`src/rtl/ccg_response_compactor.sv`:
```
`default_nettype none
// ============================================================================
// Module      : ccg_response_compactor
// Description : Self-test response compactor. An LFSR drives stimulus vectors
//               into an external combinational block. Each response is folded
//               into a MISR. Runs are controlled by start/abort, and the final
//               signature and vector count are held until the next run.
// Revision    : 1.0 - initial release
// ============================================================================
module ccg_response_compactor #(
  parameter int X_W = 27,
  parameter int F_W = 22
) (
  input  logic           clk,
  input  logic           rst_n,
  input  logic           start,
  input  logic           abort,
  input  logic [15:0]    num_vectors,
  input  logic [X_W-1:0] seed,
  output logic [X_W-1:0] dut_x,
  input  logic [F_W-1:0] dut_f,
  output logic           busy,
  output logic           done,
  output logic [F_W-1:0] signature,
  output logic [15:0]    vec_count
);

  typedef enum logic [1:0] {
    S_IDLE = 2'd0,
    S_RUN  = 2'd1,
    S_DONE = 2'd2
  } state_t;

  // An all-zero LFSR state would lock up, so it is replaced by this value.
  localparam logic [X_W-1:0] C_LFSR_INIT = {{(X_W-1){1'b0}}, 1'b1};

  state_t         r_state;
  logic [X_W-1:0] r_lfsr;
  logic [15:0]    r_num;

  logic [X_W-1:0] w_lfsr_next;
  logic [F_W-1:0] w_misr_next;
  logic [15:0]    w_count_next;
  logic           w_last;

  // Next LFSR state: Fibonacci shift-left for x^27+x^5+x^2+x+1.
  always_comb begin
    w_lfsr_next = {r_lfsr[X_W-2:0],
                   r_lfsr[X_W-1] ^ r_lfsr[4] ^ r_lfsr[1] ^ r_lfsr[0]};
  end

  // Next MISR state: internal-XOR register for x^22+x+1, response XORed in.
  always_comb begin
    w_misr_next    = '0;
    w_misr_next[0] = signature[F_W-1] ^ dut_f[0];
    w_misr_next[1] = signature[0] ^ signature[F_W-1] ^ dut_f[1];
    for (int i = 2; i < F_W; i++) begin
      w_misr_next[i] = signature[i-1] ^ dut_f[i];
    end
  end

  // Vector counter increment. This is the final vector when it matches the latched length.
  always_comb begin
    w_count_next = vec_count + 16'd1;
    w_last       = (w_count_next == r_num);
  end

  // Stimulus is driven only while running, otherwise held at zero.
  assign dut_x = (r_state == S_RUN) ? r_lfsr : '0;

  // Control FSM with registered busy/done.
  // It also updates the LFSR, MISR and counter.
  always_ff @(posedge clk or negedge rst_n) begin
    if (!rst_n) begin
      r_state   <= S_IDLE;
      r_lfsr    <= C_LFSR_INIT;
      r_num     <= 16'd0;
      signature <= '0;
      vec_count <= 16'd0;
      busy      <= 1'b0;
      done      <= 1'b0;
    end else begin
      case (r_state)
        S_IDLE: begin
          busy <= 1'b0;
          done <= 1'b0;
          // abort takes priority over a simultaneous start
          if (start && !abort) begin
            signature <= '0;
            vec_count <= 16'd0;
            if (num_vectors != 16'd0) begin
              r_num   <= num_vectors;
              r_lfsr  <= (seed == '0) ? C_LFSR_INIT : seed;
              r_state <= S_RUN;
              busy    <= 1'b1;
            end else begin
              r_state <= S_DONE;
              done    <= 1'b1;
            end
          end
        end
        S_RUN: begin
          if (abort) begin
            // partial signature and count are kept for inspection
            r_state <= S_IDLE;
            busy    <= 1'b0;
          end else begin
            signature <= w_misr_next;
            r_lfsr    <= w_lfsr_next;
            vec_count <= w_count_next;
            if (w_last) begin
              r_state <= S_DONE;
              busy    <= 1'b0;
              done    <= 1'b1;
            end
          end
        end
        S_DONE: begin
          r_state <= S_IDLE;
          busy    <= 1'b0;
          done    <= 1'b0;
        end
        default: begin
          r_state <= S_IDLE;
          busy    <= 1'b0;
          done    <= 1'b0;
        end
      endcase
    end
  end

endmodule
`default_nettype wire

```
`config.mk`:
```
export PLATFORM = sky130hd
export DESIGN_NAME = ccg_response_compactor
export DESIGN_NICKNAME = d
export VERILOG_FILES = /design/src/rtl/ccg_response_compactor.sv
export SDC_FILE = /design/constraint.sdc
export NUM_CORES = 1
export LEC_CHECK = 0
export CORE_UTILIZATION = 43
export CTS_CLUSTER_DIAMETER = 100
export DETAILED_ROUTE_END_ITERATION = 6
export PLACE_DENSITY = 0.85
export SLEW_MARGIN = 20
export SYNTH_ARGS = -nofsm -noshare
export SYNTH_HDL_FRONTEND = slang
export SYNTH_SLANG_ARGS = --single-unit
```
`constraint.sdc`:
```
create_clock -name clk -period 2.07 [get_ports clk]
set_clock_uncertainty 0.2 [all_clocks]
set_input_delay 0.3105 -clock clk [delete_from_list [all_inputs] [get_ports clk]]
set_output_delay 0.3105 -clock clk [all_outputs]
set_load 0.03 [all_outputs]
```
==> results.cfg, run 1 <==
[cts]
clk_latency_ps = 360
cts_made_buffers = 9
path_clk_slew_ps = 90
cts_num_sinks = 85
ctsRootBufferMaster = clkbuf_8
cts_buffer_depth = 2
htreeDepth = 3
cts_tree = built

[drt]
drtPass1Iterations = 7
vias = 4626
drc_errors = 0
drtIter0Drc = 297
avgViaCountPerCell = 5.60
ant_nets = 0
wl_per_cell_um = 16.8
drt-total-wl_mm = 13.8

[setup_path]
critPathLaunch = vec_count[12]
cpMaxStageDelayCell = nor4_4
r2r_setup_slack_ps = -240
reg2reg_depth = 7
worst-path-stages = 7
path_class = register to register
startpoint_type = register
path_delay_family = simple AND/OR/NAND/NOR gates
critical_path.max_fanout = 4
endpoint_kind = register
critical_path_arrival_ps = 2360
critPathBufInv = 0
r2r_end = busy
critPathMaxStageDelay_ps = 400
critPathRequiredTime_ps = 2110
endpoint = busy
r2r_start = vec_count[12]
crit_chain = nand4_1 > nor4_4 > xor2_1 > or3_1 > a31oi_2 > nand4_4 > a31o_1

[placed_design]
dpl.hpwl_mm = 9.67
port_buffers = 135
gp_congestion = 0.859
dp_cells = 791

[job]
maxCapViolCount = 0

[die]
io_pins = 136
initial_core_util = 0.444
design.core.area_mm2 = 0.0103
dieWidth_um = 105
fp.dieArea_mm2 = 0.0110
die_h_um = 105
fp-row-count = 37

[yosys]
synth_seq_cells = 85
synth.distinct_cells = 53
yosysSeqAreaShare = 0.467
async_flop_share = 1.00
ys.flop_type = dfrtp_1
syn_inst = 488
synth_nets = 558
syn-cell-area_mm2 = 0.00456
synth.area.top_cells = dfrtp_1 46%, xnor2_1 6.9%, a21oi_1 6.6%
synth.top_cell.area_share = 0.461
avgSynthCellArea_um2 = 9.34
yosys_warnings = 0
yosys.area.top_type = dfrtp_1
synth-edff-count = 0

[power]
vdd_drop_max_mv = 0.444
powerDensity_mw_per_mm2 = 788
pwr-share-clk = 0.214
p_switching_mw = 1.99
combPwrFrac = 0.382
internal_power_mw = 3.61
power.share.switching = 0.356
p_leak_nw = 3.06
sequentialPowerShare = 0.403

[grt]
grt_use_total = 0.250
grt-busiest-layer = met2
grt_antenna_before_repair = 0
met1_usage = 0.329
grt_max_degree = 41
grt_pass1_wl_mm = 22.0
grt_overflow = 0
use_met3 = 0.0287
grt_pass1_vias = 4508
use_met2 = 0.430

[sta]
whs_ps = 190
slew-limit-headroom = 0.619
setup_viol = 18
post-route-period-util = 1.12
final.setup.worst_slack_ps = -242
rsz0062_at_grt = true
layout_min_cycle_time_ps = 2310
hold_violations = 0
slew_viol_final = 0
max_freq_ghz = 0.432
worst_slew_pin_slew_ps = 569

[layout]
layout-drive-gt1-share = 0.290
layout_common_cells = 93 x clkdlybuf4s50_1, 74 x dfrtp_1, 74 x buf_4
areaGrowthSynthToFinish_pct = 55.7
fin_cells = 826
nNetsFinal = 755
utilization = 0.691
antennaDiodeCount = 0
layout_commonest_cell = clkdlybuf4s50_1

[outcome]
status = finished with violations
violations = negative setup slack

[hold_path]
hold_class = primary input to asynchronous set/reset pin
[cells by family after synthesis]
group                      after synthesis  synth area share
and+or+nand+nor                        173             0.195
xor gates and xnor gates                47            0.0903
muxes                                   17            0.0417
adders and majority gates                1           0.00274
buffers and inverters                   35            0.0371
DFF                                     85             0.467
AOI/OAI and AO/OA                      130             0.166
[worst register-to-register path, stage by stage, from the launching register on]
cell and delay [ps]:
dfrtp_1 370, nand4_1 180, nor4_4 400, xor2_1 110, or3_1 330, a31oi_2 250, nand4_4 140, a31o_1 220
[area by class of cell]
type                    instances  area [µm²]
clock buffers                  10         128
clock inverters                 6        70.1
fillers                       800        3180
inverters                       1        6.26
multi-input cells             368        2430
flip-flops and latches         85        2140
well taps                     136         170
repair buffers                220        2150
[timing repair]
item / in CTS / in global routing
endpoints found under the setup margin: 55 / 68
cloned: 2 / 0
hold buffers: 1 / 0
hold endpoints to repair: 28 / 0
gates resized for setup: 62 / 25
pin swaps: 16 / 5
buffers inserted: 6 / 11
[registers in the layout, summed over array words and instances, names as in the netlist]
| signal | count |
|---|---|
| vec_count | 16 |
| r_num | 16 |
| r_lfsr | 27 |
| signature | 22 |
| done | 1 |
| r_state | 2 |
| busy | 1 |
[how the worst min path moves through the flow]
stage | startpoint | to | slack, ps | cells past startpoint
6_report | rst_n | vec_count[11] | 190 | 2
5_1_grt | rst_n | vec_count[11] | 230 | 2
4_1_cts | rst_n | vec_count[11] | 200 | 2
3_5_place_dp | rst_n | vec_count[11] | 40 | 1
3_3_place_gp | rst_n | vec_count[11] | 40 | 1
2_1_floorplan | rst_n | busy | -190 | 0
[metrics by stage]
step | setup TNS [ps] | power, mW | instance area [µm²] | worst slack [ps]
after floorplan | -956 | 3.32 | 4590 | -273
after global placement | -16380 | 4.07 | 6460 | -395
after detailed placement | -14610 | 4.16 | 6460 | -374
after CTS | -2290 | 5.53 | 6930 | -220
after global routing | -3030 | 5.86 | 7100 | -315
final | -1250 | 5.59 | 7100 | -242
[power by group through the flow]
stage | Sequential, mW | Combinational (mW) | Clock (mW)
after floorplan | 2.36 | 0.963 | 0
after global placement | 2.24 | 1.84 | 0
after detailed placement | 2.25 | 1.91 | 0
after CTS | 2.23 | 2.07 | 1.23
after global routing | 2.29 | 2.28 | 1.29
final | 2.26 | 2.14 | 1.20
[cell usage after synthesis, types with 2 or more instances]
cell type / instances
a211oi_1: 2
a21o_1: 5
a21oi_1: 60
a31oi_1: 2
and2_1: 27
buf_2: 7
buf_6: 3
clkbuf_1: 20
clkbuf_2: 2
dfrtp_1: 84
mux2_2: 16
nand2_1: 44
nand2b_1: 3
nand3_1: 9
nand4_1: 8
nor2_1: 45
nor2b_1: 3
nor3_1: 7
nor4_1: 11
nor4_2: 2
o211ai_1: 3
o21ai_0: 32
o31ai_1: 17
or3_1: 2
xnor2_1: 36
xor2_1: 11
[routing by layer]
| metal | up-vias | part of all wire |
|---|---|---|
| met5 | - | 0 |
| met4 | 0 | 0.017 |
| met3 | 21 | 0.049 |
| met2 | 184 | 0.51 |
| met1 | 2301 | 0.43 |
| li1 | 2120 | - |
No activity file was read; power rests on OpenSTA's default activity.
==> inputs of run 2 (changes only) <==
Settings changed: GPL_TIMING_DRIVEN from default to 1, MAX_ROUTING_LAYER from default to met4.
==> results.cfg, run 2 (synthesis gave the netlist of run 1 again) <==
[cts]
cts_tree = built
clk_latency_ps = 360
cts_buffer_depth = 2
path_clk_slew_ps = 90
cts_made_buffers = 9
cts_num_sinks = 85
htreeDepth = 3
ctsRootBufferMaster = clkbuf_8

[setup_path]
r2r_start = vec_count[7]
cpMaxStageDelayCell = dfrtp_2
path_class = register to register
endpoint_kind = register
crit_chain = nand4_1 > nor4_4 > xor2_1 > or3_1 > a31oi_2 > nand4_2 > o211ai_1
r2r_setup_slack_ps = -240
critPathBufInv = 0
r2r_end = done
critPathRequiredTime_ps = 2130
critical_path.max_fanout = 4
critPathMaxStageDelay_ps = 390
critical_path_arrival_ps = 2370
startpoint_type = register
reg2reg_depth = 7
path_delay_family = simple AND/OR/NAND/NOR gates

[layout]
layout_common_cells = 93 x clkdlybuf4s50_1, 74 x dfrtp_1, 71 x buf_4
layout-drive-gt1-share = 0.306
areaGrowthSynthToFinish_pct = 58.6
nNetsFinal = 755
antennaDiodeCount = 0
utilization = 0.703
top_register = r_lfsr
layout_commonest_cell = clkdlybuf4s50_1
largestRegisters = r_lfsr x27, signature x22
largest_reg_flops = 27

[sta]
setup_viol = 30
rsz0062_at_grt = true
worst_slew_pin_slew_ps = 598
slew_viol_final = 0
final.setup.worst_slack_ps = -237
whs_ps = 205
max_freq_ghz = 0.433
hold_violations = 0
slew-limit-headroom = 0.600
layout_min_cycle_time_ps = 2310
post-route-period-util = 1.11

[power]
p_switching_mw = 1.99
power.share.switching = 0.339
p_leak_nw = 3.12
combPwrFrac = 0.367
vdd_drop_max_mv = 0.539
powerDensity_mw_per_mm2 = 814
pwr-share-clk = 0.249
finalPower_mw = 5.88
internal_power_mw = 3.89
sequentialPowerShare = 0.384

[drt]
vias = 4615
wl_per_cell_um = 17.6
drc_errors = 0
ant_nets = 0
drtPass1Iterations = 7
drt-total-wl_mm = 14.5
drtIter0Drc = 322
avgViaCountPerCell = 5.59

[grt]
grt_pass1_vias = 4432
grt_use_total = 0.250
grt_overflow = 0
grt_pass1_wl_mm = 21.3
grt_antenna_before_repair = 0
grt_max_degree = 54

[job]
maxCapViolCount = 0

[die]
fp.dieArea_mm2 = 0.0110
dieWidth_um = 105
io_pins = 136
initial_core_util = 0.444
design.core.area_mm2 = 0.0103
fp-row-count = 37
die_h_um = 105

[outcome]
status = finished with violations
violations = negative setup slack

[placed_design]
place_ws_ps = -431
port_buffers = 135
dpl.hpwl_mm = 9.65
gp_congestion = 0.882

[hold_path]
hold_class = primary input to asynchronous set/reset pin
## run 2: cell types whose count changed in the layout (fill, tap and decap cells not counted), moves of 2 or more
cell,change
buf_6,+2
and2_4,+6
nand2_2,+2
and2_1,-6
clkbuf_16,+3
clkinv_4,-2
bufinv_16,+2
buf_4,-3
## run 2: worst max-delay path by stage
stage                   start         end  slack (ps)  cells after the start
6_report         vec_count[7]        done        -240                      7
5_1_grt          vec_count[0]        done        -310                      8
4_1_cts          vec_count[8]        busy        -150                      7
3_5_place_dp   num_vectors[1]  r_lfsr[21]        -430                      8
3_3_place_gp   num_vectors[1]  r_lfsr[15]        -410                      8
2_1_floorplan   vec_count[10]        busy        -270                      8
## run 2: power by group through the flow
stage	logic [mW]	registers [mW]	clock network, mW
final	2.16	2.26	1.46
after floorplan	0.963	2.36	0
after detailed placement	1.88	2.26	0
after global placement	1.82	2.24	0
after global routing	2.31	2.29	1.53
after CTS	1.90	2.23	1.47
## run 2: per-stage QoR
stage               instance area [µm²]  setup TNS (ps)  cells
finish                             7230           -1830    826
global route                       7230           -3620    826
CTS                                6780            -539    811
detailed placement                 6440          -17140    790
global placement                   6440          -17500    790
floorplan                          4590            -956    488
## run 2: timing repair
action                                  CTS  global route
hold buffers                              1             0
gates resized for setup                  20            78
gates cloned                              0             4
endpoints found under the hold margin    25             0
endpoints found under the setup margin   66            79
setup buffers                             4            11
pin swaps                                 4            27
## run 2: worst register-to-register path: stages, from the launching register on
cell      delay (ps)
dfrtp_2          390
nand4_1          160
nor4_4           380
xor2_1           100
or3_1            330
a31oi_2          200
nand4_2          180
o211ai_1         270
## run 2: cell type report
class                      instances  area [µm²]
fill                             747        3050
multi-input combinational        368        2490
timing repair buffer             220        2180
sequential                        85        2140
tap                              136         170
clock buffer                      11         141
clock inverter                     5         106
inverter                           1        3.75
## run 2: metal layers
layer | up-vias | track usage | part of all wire | routed length [µm]
met3 | 29 | 0.0405 | 0.055 | 805
li1 | 2122 | - | - | -
met5 | - | - | 0 | 0
met1 | 2257 | 0.317 | 0.42 | 6070
met4 | 0 | 0.0734 | 0.018 | 265
met2 | 207 | 0.414 | 0.51 | 7400
